**src/rtl/hazard_ctrl.sv**
```systemverilog
// Pipeline hazard controller: operand forwarding, load-use and PC-write interlocks,
// data-memory wait handling with timeout-to-error, and stall/flush event counters.
module hazard_ctrl (
    input  logic        clk,
    input  logic        rst,
    input  logic [3:0]  regScrA_D,
    input  logic [3:0]  regScrB_D,
    input  logic [3:0]  regScrA_E,
    input  logic [3:0]  regScrB_E,
    input  logic [3:0]  regDst_E,
    input  logic        regw_E,
    input  logic        regmem_E,
    input  logic [3:0]  regDst_M,
    input  logic        regw_M,
    input  logic [3:0]  regDst_W,
    input  logic        regw_W,
    input  logic        pcload_D,
    input  logic        pcload_E,
    input  logic        pcload_M,
    input  logic        pcload_W,
    input  logic        branch_E,
    input  logic        mem_req_M,
    input  logic        mem_ack_M,
    input  logic        err_clr,
    output logic [1:0]  fwdA_E,
    output logic [1:0]  fwdB_E,
    output logic        stall_F,
    output logic        stall_D,
    output logic        stall_E,
    output logic        stall_M,
    output logic        flush_D,
    output logic        flush_E,
    output logic        flush_W,
    output logic [1:0]  state,
    output logic        err,
    output logic [15:0] stall_cnt,
    output logic [15:0] flush_cnt
);

    typedef enum logic [1:0] {
        RUN     = 2'b00,
        MEMWAIT = 2'b01,
        ERROR   = 2'b10,
        ILLEGAL = 2'b11
    } state_t;

    localparam logic [3:0] PC_REG = 4'd15;

    state_t     cur_state, nxt_state;
    logic [7:0] wait_cnt, wait_nxt;
    logic       err_nxt;
    logic       ldstall, ldq, pcpend, freeze;

    // R15 is the PC: its value never comes from the bypass network.
    function automatic logic [1:0] fwd_sel(input logic [3:0] src);
        if (src == PC_REG)                     return 2'b00;
        else if (regw_M && regDst_M == src)    return 2'b10;
        else if (regw_W && regDst_W == src)    return 2'b01;
        else                                   return 2'b00;
    endfunction

    assign ldstall = regw_E && regmem_E && (regDst_E != PC_REG) &&
                     ((regDst_E == regScrA_D) || (regDst_E == regScrB_D));
    assign ldq     = ldstall && !branch_E;
    assign pcpend  = pcload_D || pcload_E || pcload_M;
    assign freeze  = (cur_state == ERROR) || (mem_req_M && !mem_ack_M);

    // NOTE: every always_comb output gets a default first so no path leaves it unassigned (no latch).
    always_comb begin
        nxt_state = cur_state;
        wait_nxt  = wait_cnt;
        err_nxt   = err;
        case (cur_state)
            RUN: begin
                if (mem_req_M && !mem_ack_M) begin
                    nxt_state = MEMWAIT;
                    wait_nxt  = 8'd0;
                end
            end
            MEMWAIT: begin
                if (mem_ack_M || !mem_req_M) begin
                    nxt_state = RUN;
                end else if (wait_cnt == 8'd255) begin
                    nxt_state = ERROR;
                    err_nxt   = 1'b1;
                end else begin
                    wait_nxt = wait_cnt + 8'd1;
                end
            end
            ERROR: begin
                if (err_clr) begin
                    nxt_state = RUN;
                    err_nxt   = 1'b0;
                end
            end
            default: nxt_state = RUN;
        endcase
    end

    always_comb begin
        fwdA_E  = 2'b00;
        fwdB_E  = 2'b00;
        stall_F = 1'b0;
        stall_D = 1'b0;
        stall_E = 1'b0;
        stall_M = 1'b0;
        flush_D = 1'b1;
        flush_E = 1'b1;
        flush_W = 1'b1;
        if (!rst) begin
            fwdA_E = fwd_sel(regScrA_E);
            fwdB_E = fwd_sel(regScrB_E);
            if (freeze) begin
                stall_F = 1'b1;
                stall_D = 1'b1;
                stall_E = 1'b1;
                stall_M = 1'b1;
                flush_D = 1'b0;
                flush_E = 1'b0;
                flush_W = 1'b1;
            end else begin
                stall_F = ldq || pcpend;
                stall_D = ldq;
                flush_D = pcpend || pcload_W || branch_E;
                flush_E = ldq || branch_E;
                flush_W = 1'b0;
            end
        end
    end

    // NOTE: sequential state uses non-blocking assignments so all registers update together.
    always_ff @(posedge clk or posedge rst) begin
        if (rst) begin
            cur_state <= RUN;
            wait_cnt  <= 8'd0;
            err       <= 1'b0;
            stall_cnt <= 16'd0;
            flush_cnt <= 16'd0;
        end else begin
            cur_state <= nxt_state;
            wait_cnt  <= wait_nxt;
            err       <= err_nxt;
            if (stall_F && stall_cnt != 16'hFFFF)
                stall_cnt <= stall_cnt + 16'd1;
            if ((flush_D || flush_E) && flush_cnt != 16'hFFFF)
                flush_cnt <= flush_cnt + 16'd1;
        end
    end

    assign state = cur_state;

endmodule

```
**config.mk**
```make
export PLATFORM = sky130hd
export DESIGN_NAME = hazard_ctrl
export DESIGN_NICKNAME = d
export VERILOG_FILES = /design/src/rtl/hazard_ctrl.sv
export SDC_FILE = /design/constraint.sdc
export NUM_CORES = 1
export LEC_CHECK = 0
export ABC_AREA = 1
export BUFFER_PORTS_ARGS = -buffer_cell sky130_fd_sc_hd__buf_4
export CORE_MARGIN = 4
export CORE_UTILIZATION = 53
export DETAILED_ROUTE_END_ITERATION = 6
export PLACE_DENSITY = 0.85
export SLEW_MARGIN = 20
export SYNTH_ARGS = -nofsm -noshare
export SYNTH_HDL_FRONTEND = slang
export SYNTH_SLANG_ARGS = --single-unit
export TNS_END_PERCENT = 1
```
**constraint.sdc**
```tcl
create_clock -name clk -period 3.04 [get_ports clk]
set_clock_uncertainty 0.15 [all_clocks]
set_input_delay 0.608 -clock clk [delete_from_list [all_inputs] [get_ports clk]]
set_output_delay 0.608 -clock clk [all_outputs]
set_load 0.01 [all_outputs]
```
==> summary.md, run 1 <==
| Metric | Value |
|---|---|
| Outcome | finished, final reports clean |
| Worst path max stage delay | 0.27 ns |
| First-pass GRT wire length | 13.03 mm |
| YS warnings | 0 |
| Sequential share of power | 46.4% |
| Avg Inst Size Synth | 7.086 um^2 |
| Crit path cell chain | buf_4 > inv_1 > nor2_1 > nor4_1 > nand4_1 > nor2b_1 > buf_4 |
| Power Total | 1.658 mW |
| Rows | 27 |
| Num CTS Buffers | 5 |
| Fmax | 0.4306 GHz |
| CTS tree | yes |
| Fillers | 471 |
| Worst-path clk slew | 0.08 ns |
| Slew headroom | 64.88% |
| Die area | 6996 um^2 |
| Max_cap viols | 0 |
| Drt initial violations | 123 |
| Crit-path most repeated cell | buf_4 |
| Crit path required time | 2.28 ns |
| Final Cycle Share | 76.39% |
| DR pass1 iterations | 4 |
| VDD IR-drop max | 417.2 uV |
| Setup bufs post-CTS | 0 |
| Flop2flop setup slack | 0.91 ns |
| Worst skew pair latency | 0.29 ns |
| CP Max Fanout | 3 |
| Synth Instances | 428 |
| CP startpoint kind | input pin |
| Combinational Power Share | 32.6% |
| Share of layout cells above drive strength 1 | 24.32% |
| Multi-input logic area | 1710 um^2 |
| Clock root buffer | clkbuf_8 |
| Initial antenna violation count | 0 |
| Ant. Diodes | 0 |
| CTS H-tree depth | 2 |
| Register area share after synthesis | 35.48% |
| Die X | 83.65 um |
| Period minus WS final | 2.322 ns |
| CP endpoint kind | output port |
| HP Class | input pin to register |
| Synthesis-to-layout area growth | 25.87% |
| Clock network fraction of total power | 21.1% |
| Final setup viols | 0 |
| Total GRT Usage | 21.89% |
| Crit path DAT | 1.56 ns |
| DR WL/cell | 12.84 um |
| Final WL | 7.573 mm |
| Final setup TNS | 0 ns |
| Hold Buf Count CTS | 0 |
| Most area-consuming cells after synthesis | dfrtp_1 (35%), nand2_1 (17%), nand3_1 (7.8%), inv_1 (5.8%), xnor2_1 (4.9%) |
| Total area of sequential cells | 1076 um^2 |
| Fin. max-slew vios | 0 |
| Layout Nets | 562 |
| Post-cts gate resize count | 0 |
| Initial Utilization | 54.74% |
| FF+latch count, synth | 43 |
| Die height | 83.65 um |
| Clk sinks | 43 |
| IO Pins | 88 |
| Netlist cell types | 34 |
| Vias | 3,079 |
| Critical path type | input pin to output port |
| LEAKAGE | 2.005 nW |
| Slowest-stage cell, CP | nor4_1 |
| Synth top area share | 35.48% |
| Drt drc | 0 |
| GRT overflow | 0 |
| RSZ-0062 raised after global routing | no |
| Total internal power | 1.082 mW |
| Number of port buffers | 87 |
| Detail Route Antenna Nets | 0 |
| Commonest non-fill, non-tap cell in the layout | nand2_1 |
| Vias in the first global route | 2,928 |
| Fin. Hold Viols | 0 |
| Switch Pwr | 0.5761 mW |
| Post-DR vias/cell | 5.219 |
| Post-synth net total | 473 |
| Largest net degree at the start of global routing | 44 |
| Worst-margin pin slew | 0.5267 ns |
| Most frequent cells in the layout | nand2_1 (136), buf_4 (89), nand3_1 (47) |
| Sw frac | 34.75% |
| Dpl hpwl | 5.935 mm |
| Core Footprint | 5540 um^2 |
| RD Place Congestion | 0.9449 |
| PwrDens | 434.3 nW/um^2 |
| Post-synth top area cell | dfrtp_1 |
| Mapped cell area | 3033 um^2 |
| Maximum clock insertion buffer count | 2 |
==> cells by family after synthesis <==
logic type      Yosys count  synth area share (%)
compound gates           28                 5.322
xor+xnor                 32                 9.241
fa+ha+maj                 3                 1.238
buf+inv                  58                 8.127
flops                    43                 35.48
simple gates            264                 40.59
==> sequential cells by signal (all words and copies together) (netlist names) <==
name and count:
err 1, wait_cnt 8, state 2, flush_cnt 16, stall_cnt 16
==> final cells by class <==
class                           count  area share, %
Multi-Input combinational cell    327          44.80
Sequential cell                    43          28.19
Timing Repair Buffer               89          17.50
Inverter                           51          5.015
Tap cell                           72          2.360
Clock buffer                        7          1.999
Clock inverter                      1         0.1311
==> cells in the mapped netlist (all sizes together) <==
master    n
o21ai    14
dfrtp    43
nor2     38
nand4    11
o2111a    1
o31ai     2
xnor2    17
nand3b    1
nor4      3
nor2b     1
nor3      9
buf       7
inv      51
xor2     15
nand3    50
o22ai     5
nand2   147
a21oi     6
or2       3
and3      1
ha        3
==> power by group through the flow <==
stage                     clock network [mW]  logic [mW]  registers (mW)
after detailed placement                   0       0.544           0.777
after CTS                              0.365       0.547           0.768
after floorplan                            0       0.286           0.790
after global placement                     0       0.522           0.772
final                                  0.350       0.540           0.769
after global routing                   0.387       0.603           0.785
==> routing by layer <==
layer	GRT usage [%]	vias to the layer above	wire length, um
met5	0	-	0
met4	6.871	0	99
met3	3.554	9	341
met2	38.97	73	3886
met1	26.94	1449	3246
li1	-	1548	-
==> critical path, delay by kind of cell <==
kind          cells  cell delay, ns
simple gates      4            0.63
buf+inv           3            0.33
==> worst paths after layout <==
path	startpoint	to	depth (start not counted)
min in group asynchronous	rst	wait_cnt[5]	3
worst min register to register	stall_cnt[9]	stall_cnt[9]	2
worst min-delay path	err_clr	state[1]	2
worst max register to register	stall_cnt[0]	stall_cnt[6]	7
worst max-delay path	regDst_M[1]	fwdA_E[0]	7
max in group asynchronous	rst	stall_cnt[7]	3
==> metrics by stage <==
| step | hold slack, ns | cell area (um^2) | cells | util (%) | worst slack, ns |
|---|---|---|---|---|---|
| after floorplan | 0.3390 | 3033 | 428 | - | 0.06043 |
| after global placement | 0.3460 | 3736 | 582 | 67.43 | 0.8052 |
| after detailed placement | 0.3685 | 3736 | 582 | 67.43 | 0.7351 |
| after CTS | 0.3444 | 3817 | 590 | 68.90 | 0.7345 |
| after global routing | 0.3445 | 3817 | 590 | 68.90 | 0.6160 |
| final | 0.3586 | 3817 | 590 | 68.90 | 0.7178 |
No activity file was read; power rests on OpenSTA's default activity.
==> inputs of run 2 (changes only) <==
--- a/config.mk
+++ b/config.mk
@@ -8,9 +8,9 @@
 export ABC_AREA = 1
 export BUFFER_PORTS_ARGS = -buffer_cell sky130_fd_sc_hd__buf_4
 export CORE_MARGIN = 4
-export CORE_UTILIZATION = 53
+export CORE_UTILIZATION = 47
 export DETAILED_ROUTE_END_ITERATION = 6
-export PLACE_DENSITY = 0.85
+export PLACE_DENSITY = 0.8
 export SLEW_MARGIN = 20
 export SYNTH_ARGS = -nofsm -noshare
 export SYNTH_HDL_FRONTEND = slang
==> constraint.sdc (replaced) <==
create_clock -name clk -period 1.99 [get_ports clk]
set_clock_uncertainty 0.15 [all_clocks]
set_input_delay 0.398 -clock clk [delete_from_list [all_inputs] [get_ports clk]]
set_output_delay 0.398 -clock clk [all_outputs]
set_load 0.01 [all_outputs]
==> run 2 against run 1 <==
Against the previous run:
- setup slack worse by 0.63 ns
- non-clock buffer count up 14
- combinational power is 68% higher
- wire length rose by 3.1%
- register-to-register slack got worse by 0.74 ns
- critical path depth shrank 1
- cell count rose by 3.1%
- count of clock-buffer cells in the layout down 1
- sequential cell count unchanged
- critical endpoint unchanged
==> summary.md, run 2 (synthesis gave the netlist of run 1 again) <==
| Metric | Value |
|---|---|
| HP Class | input pin to async pin (was input pin to register) |
| CP startpoint kind | input pin (unchanged) |
| Regs by FF count | flush_cnt: 16 flops, stall_cnt: 16 flops, wait_cnt: 8 flops (unchanged) |
| Clock root buffer | clkbuf_8 (unchanged) |
| Max_cap viols | 0 (unchanged) |
| Core Footprint | 6314 um^2 (was 5540 um^2) |
| Rows | 29 (was 27) |
| Number of port buffers | 87 (unchanged) |
| Vias in the first global route | 3,065 (was 2,928) |
| RSZ-0062 raised after global routing | no (unchanged) |
| Total GRT Usage | 20.84% (was 21.89%) |
| IO Pins | 88 (unchanged) |
| DR pass1 iterations | 4 (unchanged) |
| Largest net degree at the start of global routing | 26 (was 44) |
| Reg2Reg Launch Point | stall_cnt[0] (unchanged) |
| Worst-margin pin slew | 0.3606 ns (was 0.5267 ns) |
| Final Core Density | 63.10% (was 68.90%) |
| Commonest non-fill, non-tap cell in the layout | nand2_1 (unchanged) |
| Clk sinks | 43 (unchanged) |
| Post-DR vias/cell | 5.171 (was 5.219) |
| Detail Route Antenna Nets | 0 (unchanged) |
| Dpl hpwl | 6.016 mm (was 5.935 mm) |
| Most frequent cells in the layout | nand2_1 (135), buf_4 (103), nand3_1 (47) (was nand2_1 (136), buf_4 (89), nand3_1 (47)) |
| Flop2flop setup slack | 0.17 ns (was 0.91 ns) |
| Initial antenna violation count | 0 (unchanged) |
| Ant. Diodes | 0 (unchanged) |
| First-pass GRT wire length | 13.14 mm (was 13.03 mm) |
| Hold Buf Count CTS | 0 (unchanged) |
| Period minus WS final | 1.906 ns |
| Drt drc | 0 (unchanged) |
| Crit path required time | 1.44 ns (was 2.28 ns) |
| CTS H-tree depth | 2 (unchanged) |
| Layout Nets | 576 (was 562) |
| Synthesis-to-layout area growth | 31.35% (was 25.87%) |
| RR Endpoint | stall_cnt[9] (was stall_cnt[6]) |
| Share of layout cells above drive strength 1 | 27.50% (was 24.32%) |
| Die X | 88.33 um (was 83.65 um) |
| Final setup viols | 0 (unchanged) |
| Final WL | 7.809 mm (was 7.573 mm) |
| Num CTS Buffers | 5 (unchanged) |
| LEAKAGE | 2.089 nW (was 2.005 nW) |
| Drt initial violations | 108 (was 123) |
| CP endpoint kind | output port (unchanged) |
| Power Total | 2.635 mW (was 1.658 mW) |
| Vias | 3,144 (was 3,079) |
| GRT overflow | 0 (unchanged) |
| Crit path DAT | 1.36 ns (was 1.56 ns) |
| CTS tree | yes (unchanged) |
| Cells on worst reg2reg path | 7 (unchanged) |
| Worst-path clk slew | 0.08 ns (about the same) |
| Critical path type | input pin to output port (unchanged) |
| Worst skew pair latency | 0.30 ns (was 0.29 ns) |
| Slew headroom | 75.90% (was 64.88%) |
| RD Place Congestion | 0.9193 (was 0.9449) |
| Outcome | finished, final reports clean (unchanged) |
| Fin. max-slew vios | 0 (unchanged) |
| Final setup TNS | 0 ns (unchanged) |
| DR WL/cell | 12.84 um (about the same) |
| PwrDens | 661.5 nW/um^2 (was 434.3 nW/um^2) |
| Die height | 88.33 um (was 83.65 um) |
| Final Cycle Share | 95.76% |
| CP Max Fanout | 3 (unchanged) |
| Die area | 7802 um^2 (was 6996 um^2) |
| Fin. Hold Viols | 0 (unchanged) |
| VDD IR-drop max | 570.2 uV (was 417.2 uV) |
| Initial Utilization | 48.04% (was 54.74%) |
| Fillers | 570 (was 471) |
| Maximum clock insertion buffer count | 2 (unchanged) |
| Fin cells | 608 (was 590) |
| Dpl cells | 600 (was 582) |
| Fmax | 0.5248 GHz |
## run 2: how the worst max path moves through the flow
stage,cells after the start,end,start
global placement,5,stall_F,pcload_E
finish,6,fwdA_E[0],regScrA_E[2]
detailed placement,5,stall_F,pcload_E
floorplan,4,stall_F,rst
global route,12,wait_cnt[4],wait_cnt[1]
CTS,6,flush_D,state[1]
## run 2: cell type report
cell class	count	area [um^2]	area share, %
clock buffers	6	82.58	2.073
clock inverters	1	5.005	0.1256
inverters	51	195.2	4.899
multi-input cells	327	1754	44.03
repair buffers	103	773.2	19.41
flip-flops and latches	43	1077	27.04
well taps	77	96.34	2.418
## run 2: metrics by stage
stage / worst slack (ns) / instance area (um^2) / hold WS (ns)
finish: 0.08436 / 3984 / 0.1126
global route: 0.003096 / 3984 / 0.1263
floorplan: -0.1928 / 3053 / 0.2740
CTS: 0.03677 / 3951 / 0.1087
detailed placement: 0.05271 / 3856 / 0.3667
global placement: 0.08511 / 3856 / 0.3455
## run 2: per-layer routing
layer / track usage [%] / routed length, um / vias to the layer above
met3: 4.283 / 344 / 15
met2: 37.66 / 4058 / 70
met1: 24.99 / 3252 / 1487
met4: 5.907 / 155 / 0
li1: - / - / 1572
met5: 0 / 0 / -
## run 2: report_power, final
part	internal [mW]	switching (mW)
Combinational	0.453	0.454
Clock	0.273	0.307
Sequential	0.994	0.155
## run 2: worst max-delay path: stages
cell     delay, ns
buf_4         0.12
xor2_1        0.15
nor4_1        0.31
nand3_1       0.12
nor2b_1       0.13
buf_4         0.13
## run 2: repair_timing
action,CTS,global route
setup endpoints to repair,1,22
buffers inserted,1,0
resized for setup,0,7
pin swaps,1,2
